<file path="config.mk">
export PLATFORM = sky130hd
export DESIGN_NAME = pc_sequencer
export DESIGN_NICKNAME = d
export VERILOG_FILES = /design/src/rtl/pc_seq_pkg.sv /design/src/rtl/pc_sequencer_branch_resolve.sv /design/src/rtl/pc_sequencer.sv
export SDC_FILE = /design/constraint.sdc
export NUM_CORES = 1
export LEC_CHECK = 0
export CELL_PAD_IN_SITES_DETAIL_PLACEMENT = 0
export CELL_PAD_IN_SITES_GLOBAL_PLACEMENT = 1
export CORE_AREA = 3 3 88 90
export DETAILED_ROUTE_END_ITERATION = 8
export DIE_AREA = 0 0 91 93
export PLACE_DENSITY_LB_ADDON = 0.2
export SLEW_MARGIN = 10
export SYNTH_ARGS = -nofsm -noshare
export SYNTH_HDL_FRONTEND = slang
export SYNTH_HIERARCHICAL = 1
export SYNTH_SLANG_ARGS = --single-unit
</file>
<file path="constraint.sdc">
create_clock -name clk -period 5.3 [get_ports clk]
set_clock_uncertainty 0.15 [all_clocks]
set_input_delay 1.325 -clock clk [delete_from_list [all_inputs] [get_ports clk]]
set_output_delay 1.325 -clock clk [all_outputs]
set_load 0.005 [all_outputs]
</file>
<file path="src/rtl/pc_seq_pkg.sv">
// Shared definitions for the PC sequencer: condition codes, flag bit positions, FSM encoding.
package pc_seq_pkg;

  localparam logic [2:0] COND_NONE = 3'b000;
  localparam logic [2:0] COND_BLTZ = 3'b001;
  localparam logic [2:0] COND_BZ   = 3'b010;
  localparam logic [2:0] COND_BNZ  = 3'b011;
  localparam logic [2:0] COND_BCY  = 3'b100;
  localparam logic [2:0] COND_BNCY = 3'b101;
  localparam logic [2:0] COND_BR   = 3'b110;
  localparam logic [2:0] COND_HALT = 3'b111;

  localparam int FLAG_CARRY = 2;
  localparam int FLAG_ZERO  = 1;
  localparam int FLAG_SIGN  = 0;

  typedef enum logic [1:0] {
    RUN   = 2'd0,
    FLUSH = 2'd1,
    HALT  = 2'd2
  } seq_state_t;

endpackage

</file>
<file path="src/rtl/pc_sequencer_branch_resolve.sv">
// Combinational branch decision: condition code against the registered {carry,zero,sign} flags.
// Zero latency; no flow control. HALT and NONE never report a taken branch.
module branch_resolve
  import pc_seq_pkg::*;
(
  input  logic [2:0] condition,
  input  logic [2:0] flags,
  output logic       take
);

  always_comb begin
    take = 1'b0;
    case (condition)
      COND_BLTZ: take = flags[FLAG_SIGN];
      COND_BZ:   take = flags[FLAG_ZERO];
      COND_BNZ:  take = ~flags[FLAG_ZERO];
      COND_BCY:  take = flags[FLAG_CARRY];
      COND_BNCY: take = ~flags[FLAG_CARRY];
      COND_BR:   take = 1'b1;
      default:   take = 1'b0;
    endcase
  end

endmodule

</file>
<file path="src/rtl/pc_sequencer.sv">
// Program counter, flag register and branch/halt sequencing; all outputs registered, one-cycle update.
// stall freezes every register (HALT already frozen); optional call/return link via PC_SEQ_LINK_EN.
module pc_sequencer
  import pc_seq_pkg::*;
#(
  parameter int              AW       = 32,
  parameter logic [AW-1:0]   RESET_PC = '0,
  parameter int unsigned     PC_INC   = 4
) (
  input  logic          clk,
  input  logic          rst,
  input  logic          stall,
  input  logic          instr_valid,
  input  logic [2:0]    condition,
  input  logic [AW-1:0] target,
  input  logic          flags_we,
  input  logic [2:0]    flags_in,
  output logic [AW-1:0] pc,
  output logic [2:0]    flags,
  output logic          taken,
  output logic          flush,
  output logic          halted
`ifdef PC_SEQ_LINK_EN
  ,
  input  logic          link_we,
  input  logic          ret,
  output logic [AW-1:0] link
`endif
);

  seq_state_t    state_q, state_d;
  logic [AW-1:0] pc_d;
  logic [2:0]    flags_d;
  logic          taken_d, flush_d, halted_d;
  logic [AW-1:0] pc_inc;
  logic          take;
  logic          redirect;
  logic [AW-1:0] redirect_pc;

  assign pc_inc = pc + AW'(PC_INC);

  // Decision uses the registered flags; a same-cycle flags_we is deliberately not forwarded.
  branch_resolve u_branch_resolve (
    .condition (condition),
    .flags     (flags),
    .take      (take)
  );

`ifdef PC_SEQ_LINK_EN
  logic [AW-1:0] link_d;
  assign redirect    = ret | take;
  assign redirect_pc = ret ? link : target;
`else
  assign redirect    = take;
  assign redirect_pc = target;
`endif

  always_comb begin
    state_d  = state_q;
    pc_d     = pc;
    flags_d  = flags;
    taken_d  = taken;
    flush_d  = flush;
    halted_d = halted;
`ifdef PC_SEQ_LINK_EN
    link_d   = link;
`endif
    if (!stall) begin
      case (state_q)
        RUN: begin
          if (flags_we) flags_d = flags_in;
          pc_d    = pc_inc;
          taken_d = 1'b0;
          flush_d = 1'b0;
          if (instr_valid) begin
            if (redirect) begin
              pc_d    = redirect_pc;
              taken_d = 1'b1;
              flush_d = 1'b1;
              state_d = FLUSH;
`ifdef PC_SEQ_LINK_EN
              if (!ret && link_we) link_d = pc_inc;
`endif
            end else if (condition == COND_HALT) begin
              pc_d     = pc;
              halted_d = 1'b1;
              state_d  = HALT;
            end
          end
        end
        FLUSH: begin
          // The instruction in this slot is the squashed wrong-path fetch.
          if (flags_we) flags_d = flags_in;
          pc_d    = pc_inc;
          taken_d = 1'b0;
          flush_d = 1'b0;
          state_d = RUN;
        end
        default: begin
        end
      endcase
    end
  end

  always_ff @(posedge clk) begin
    if (rst) begin
      state_q <= RUN;
      pc      <= RESET_PC;
      flags   <= 3'b000;
      taken   <= 1'b0;
      flush   <= 1'b0;
      halted  <= 1'b0;
`ifdef PC_SEQ_LINK_EN
      link    <= '0;
`endif
    end else begin
      state_q <= state_d;
      pc      <= pc_d;
      flags   <= flags_d;
      taken   <= taken_d;
      flush   <= flush_d;
      halted  <= halted_d;
`ifdef PC_SEQ_LINK_EN
      link    <= link_d;
`endif
    end
  end

endmodule

</file>
After elaboration in Yosys (flattened, before gate mapping). Index checks and enable logic that the tools add are counted.

Input bits: 43. Register bits: 39.

Bitwise operators: 4. $add $sub $neg: 1. Eq/ne operators: 11. Multiplexer cells: 12. Reductions and logical operators: 8.

Operators by type and width (number): two-way mux 32 bit (3); one-hot mux 32 bit (2 select lines) (1); adder 32 x 3 -> 32 bit, second input constant (1); == test 3 bit, second input constant (4); == test 3 x 2 -> 1 bit, second input constant (2); two-way mux 2 bit (3); one-hot mux 1 bit (6 select lines) (1); AND reduction 3 bit (2); AND reduction 5 bit (1); inequality test 4 bit, second input constant (1); NOT 1 bit (4); one-hot mux 2 bit (2 select lines) (1); AND reduction 4 bit (1); == test 3 x 1 -> 1 bit, second input constant (1); inequality test 3 bit, second input constant (1); == test 2 x 1 -> 1 bit, second input constant (1); zero test 2 bit (1); two-way mux 1 bit (2); inequality test 2 bit, second input constant (1); one-hot mux 1 bit (2 select lines) (1); AND reduction 2 bit (1); nonzero test 2 bit (1); OR reduction 2 bit (1).

Logic depth before layout (Yosys ltp).
Depth after elaboration: 5. Gate-level depth with buffers: 10. Depth with buffers taken out: 8.

Hierarchy. Netlist, hierarchy kept.

By module, submodules not included: pc_sequencer (cells an instance 315, times used 1, area an instance 2368.5 µm², sequential area each 780.7 µm²); branch_resolve (cells an instance 8, times used 1, area an instance 47.5 µm², sequential area each 0.0 µm²).

Least setup slack after synthesis. No wires, ideal clock.

Path kind: input to register. Start: in condition[1]. End: reg pc[8]. Cell stages on the path: 10. Path buffers: 2. Slack: 1.954 ns. Data arrival time: 3.069 ns. Path through: or2b_1 -> a21o_1 -> a32oi_1 -> nand2_1 -> a21oi_1 -> buf_2 -> buf_1 -> o21ai_0 -> a22oi_1 -> nor2_1.

Word-level cells in the longest chain between the ends: 5. Elaborated cells on any way between the ends: 13.

RTL lines: start, declared (RTL line pc_sequencer.sv:14) `input logic [2:0] condition,`; == test 3 bit (tied with other cells) (RTL line pc_sequencer_branch_resolve.sv:13) `case (condition)`; one-hot mux 1 bit (6 select lines) * (RTL line pc_sequencer_branch_resolve.sv:13); via redirect (RTL line pc_sequencer.sv:37) `logic redirect;`; two-way mux 32 bit (RTL line pc_sequencer.sv:76) `if (redirect) begin`; two-way mux 32 bit (RTL line pc_sequencer.sv:75) `if (instr_valid) begin`; one-hot mux 32 bit (2 select lines) (RTL line pc_sequencer.sv:69) `case (state_q)`; end signal, assigned (RTL line pc_sequencer.sv:118) `pc <= pc_d;`; end, declared (RTL line pc_sequencer.sv:18) `output logic [AW-1:0] pc,`.

Mark *: on every way through the listed nets, which the timed path passes. The rest lies on a longest branch. A chain may end at the register's enable or synchronous reset.

Worst setup path after layout.
Start: in condition[1]. End: reg pc[14].

The elaborated chain is that of the path after synthesis.

==> flow_summary.toml <==
[power_and_ir_drop]
comb_power_share = 0.234
leakage_nw = 1.09
switchingPower_w = 0.000201
seqPwrFrac = 0.486
p_sw_frac = 0.292
p_per_area_nw_per_um2 = 205
internal-power_w = 0.000487
peakVddDrop_mv = 0.0778
p_clk_frac = 0.279

[cells_and_area]
drive_gt1_frac = 0.0840
nFillCells = 768
regArea_um2 = 781
nets = 438
fin_cells = 492
fin_util = 0.470
multi_input_area_um2 = 1500
n_antenna_cell = 0
area_delta_synth_final_pct = 38.8

[sta]
fin_tns_setup_ps = 0
max_slew_margin = 0.361
final_hold_viol_count = 0
worst_slew_pin_slew_ps = 950
setup_viol = 0
fin_crit_ps = 4000
fin_crit_sh = 0.755
rsz0062_at_grt = "false"
fmax_mhz = 250
drv_slew = 0

[grt]
grt_max_degree = 40
antenna_found_initial = 0
grt_usage = 0.191
overflow = 0
grt_pass1_wl_um = 13300
grt_pass1_vias = 2597

[detailed_routing]
via_per_inst = 5.50
drt_iter0_markers = 120
vias = 2708
drc_errors = 0
ant_nets = 0
wl_per_cell_um = 16.4
drtPass1Iterations = 4
finalWirelength_um = 8080

[synth]
syn-cell-area_um2 = 2420
async_flop_share = 0
synth_top_area_frac = 0.323
synth_edf_count = 0
seq_area_frac_synth = 0.323
synth_cells = 323
synth_seq_cells = 39
synth_top_area_cell = "dfxtp_1"
ys_warn_count = 6
synth.net_count = 367
synth.distinct_cells = 60
yosys-top-cells-area = "dfxtp_1 (32%), a21oi_1 (6.4%), nand2_1 (6.1%)"
synth-main-ff-cell = "dfxtp_1"
avgSynthCellArea_um2 = 7.48

[cts]
ctsHoldBuffers = 0
post-cts-setup-buffers = 0
cts_tree = "done"
insertion_delay_ps = 290
cts_resized = 0
ctsHtreeMaxLevel = 2
root_buffer = "clkbuf_8"
numCtsBuffers = 5
clockBufferDepth = 2
path_clk_slew_ps = 80
cts.sinks = 39

[die]
core_um2 = 7140
rows = 31
die_h_um = 93
start_util = 0.339
die_x_um = 91
num_io_pins = 81
die_area_um2 = 8460

[setup_path]
crit_type = "primary input to flip-flop"
crit_path_start_kind = "primary input"
crit_required_ps = 5350
critPathMaxFanout = 27
arrival_ps = 4050
crit_path_end_kind = "flip-flop"

[outcome]
status = "completed"

[job]
maxCapViolations = 0

[placed_design]
dp.cells = 486
place_congestion = 0.837
portBuffers = 80
dp_hpwl_um = 5640

[min_path]
hp-class = "flip-flop to flip-flop"
[cell families after synthesis]
group	share of synthesized area
AND/OR/NAND/NOR	0.323
flip-flops	0.323
buffers and inverters	0.0575
multiplexers	0.0264
adder cells (fa/ha/maj)	0.00518
AO/OA/AOI/OAI	0.265
[power groups by stage]
stage / registers (W) / clock network (W) / logic [W]
after global placement: 0.000341 / 0 / 0.000160
after floorplan: 0.000336 / 0 / 0.0000759
after CTS: 0.000334 / 0.000199 / 0.000162
final: 0.000334 / 0.000192 / 0.000161
after detailed placement: 0.000341 / 0 / 0.000161
after global routing: 0.000338 / 0.000212 / 0.000177
[path summary, 6_finish.rpt]
kind | from | to | slack, ps | cells past startpoint
worst max-delay path | condition[1] | pc[14] | 1300 | 9
worst min-delay path | pc[1] | pc[1] | 310 | 2
worst max register to register | flags[1] | pc[14] | 2580 | 8
worst min register to register | pc[1] | pc[1] | 310 | 2
[cell usage after synthesis (2+ instances only)]
library cell	count
a221o_1	2
or2_2	3
inv_1	9
dfxtp_1	39
and3_1	3
a311oi_1	2
or4_1	2
buf_2	6
o21ai_0	14
nand4_1	11
a21o_1	7
o221ai_1	2
a211oi_1	6
nand3_1	23
and2_1	4
a31oi_1	8
a21oi_1	31
buf_6	2
o31ai_1	3
nand2_1	39
buf_1	3
a32oi_1	2
nor4_1	8
or4_4	2
a22oi_1	2
or3_1	5
clkbuf_1	9
o21a_1	3
mux2_2	3
nor3_1	13
nor2_1	26
mux2i_1	3
[cell type report]
| class | instances | area share |
|---|---|---|
| inverters | 9 | 0.0101 |
| well taps | 99 | 0.0369 |
| clock buffers | 6 | 0.0216 |
| flip-flops and latches | 39 | 0.233 |
| repair buffers | 85 | 0.250 |
| multi-input cells | 254 | 0.449 |
[per-stage QoR]
stage	area (µm²)	power [W]	hold slack (ps)	worst slack [ps]
after global placement	3280	0.000502	295	1080
after global routing	3350	0.000727	332	1140
final	3350	0.000688	307	1300
after CTS	3350	0.000695	308	1360
after floorplan	2420	0.000412	303	1950
after detailed placement	3280	0.000502	298	1060
[critical path, cell delays in order]
cell	delay (ps)
clkdlybuf4s50_1	560
or2b_1	250
a21o_1	150
a32oi_1	270
nor4bb_1	130
a21oi_2	500
buf_4	410
o21ai_0	140
a221oi_1	280
[sequential cells by signal (all words and copies together), names as in the netlist]
register  flops
pc           32
flush         1
halted        1
state_q       2
flags         3
[metal layers]
| metal | global-route usage | vias up | part of all wire |
|---|---|---|---|
| met2 | 0.311 | 77 | 0.46 |
| met5 | 0 | - | 0 |
| met4 | 0.0377 | 0 | 0.0063 |
| met1 | 0.259 | 1279 | 0.48 |
| li1 | - | 1348 | - |
| met3 | 0.0459 | 4 | 0.054 |
[cells in the final DEF (no fill, tap or decap), drive strengths merged, types with 2 or more instances in the layout]
| cell | instances |
|---|---|
| clkdlybuf4s50 | 80 |
| nand2 | 40 |
| dfxtp | 39 |
| a21oi | 31 |
| nor2 | 27 |
| nand3 | 23 |
| o21ai | 15 |
| nor3 | 14 |
| nand4 | 12 |
| inv | 9 |
| nor4 | 9 |
| a31oi | 8 |
| a21o | 8 |
| a211oi | 7 |
| or3 | 6 |
| clkbuf | 6 |
| buf | 5 |
| and2 | 4 |
| o31ai | 4 |
| or4 | 4 |
| or2 | 3 |
| mux2 | 3 |
| and3 | 3 |
| mux2i | 3 |
| o21a | 3 |
| a22oi | 2 |
| o221ai | 2 |
| a311oi | 2 |
| a221o | 2 |
| a32oi | 2 |
| a31o | 2 |
(Power assumes the default switching activity.)
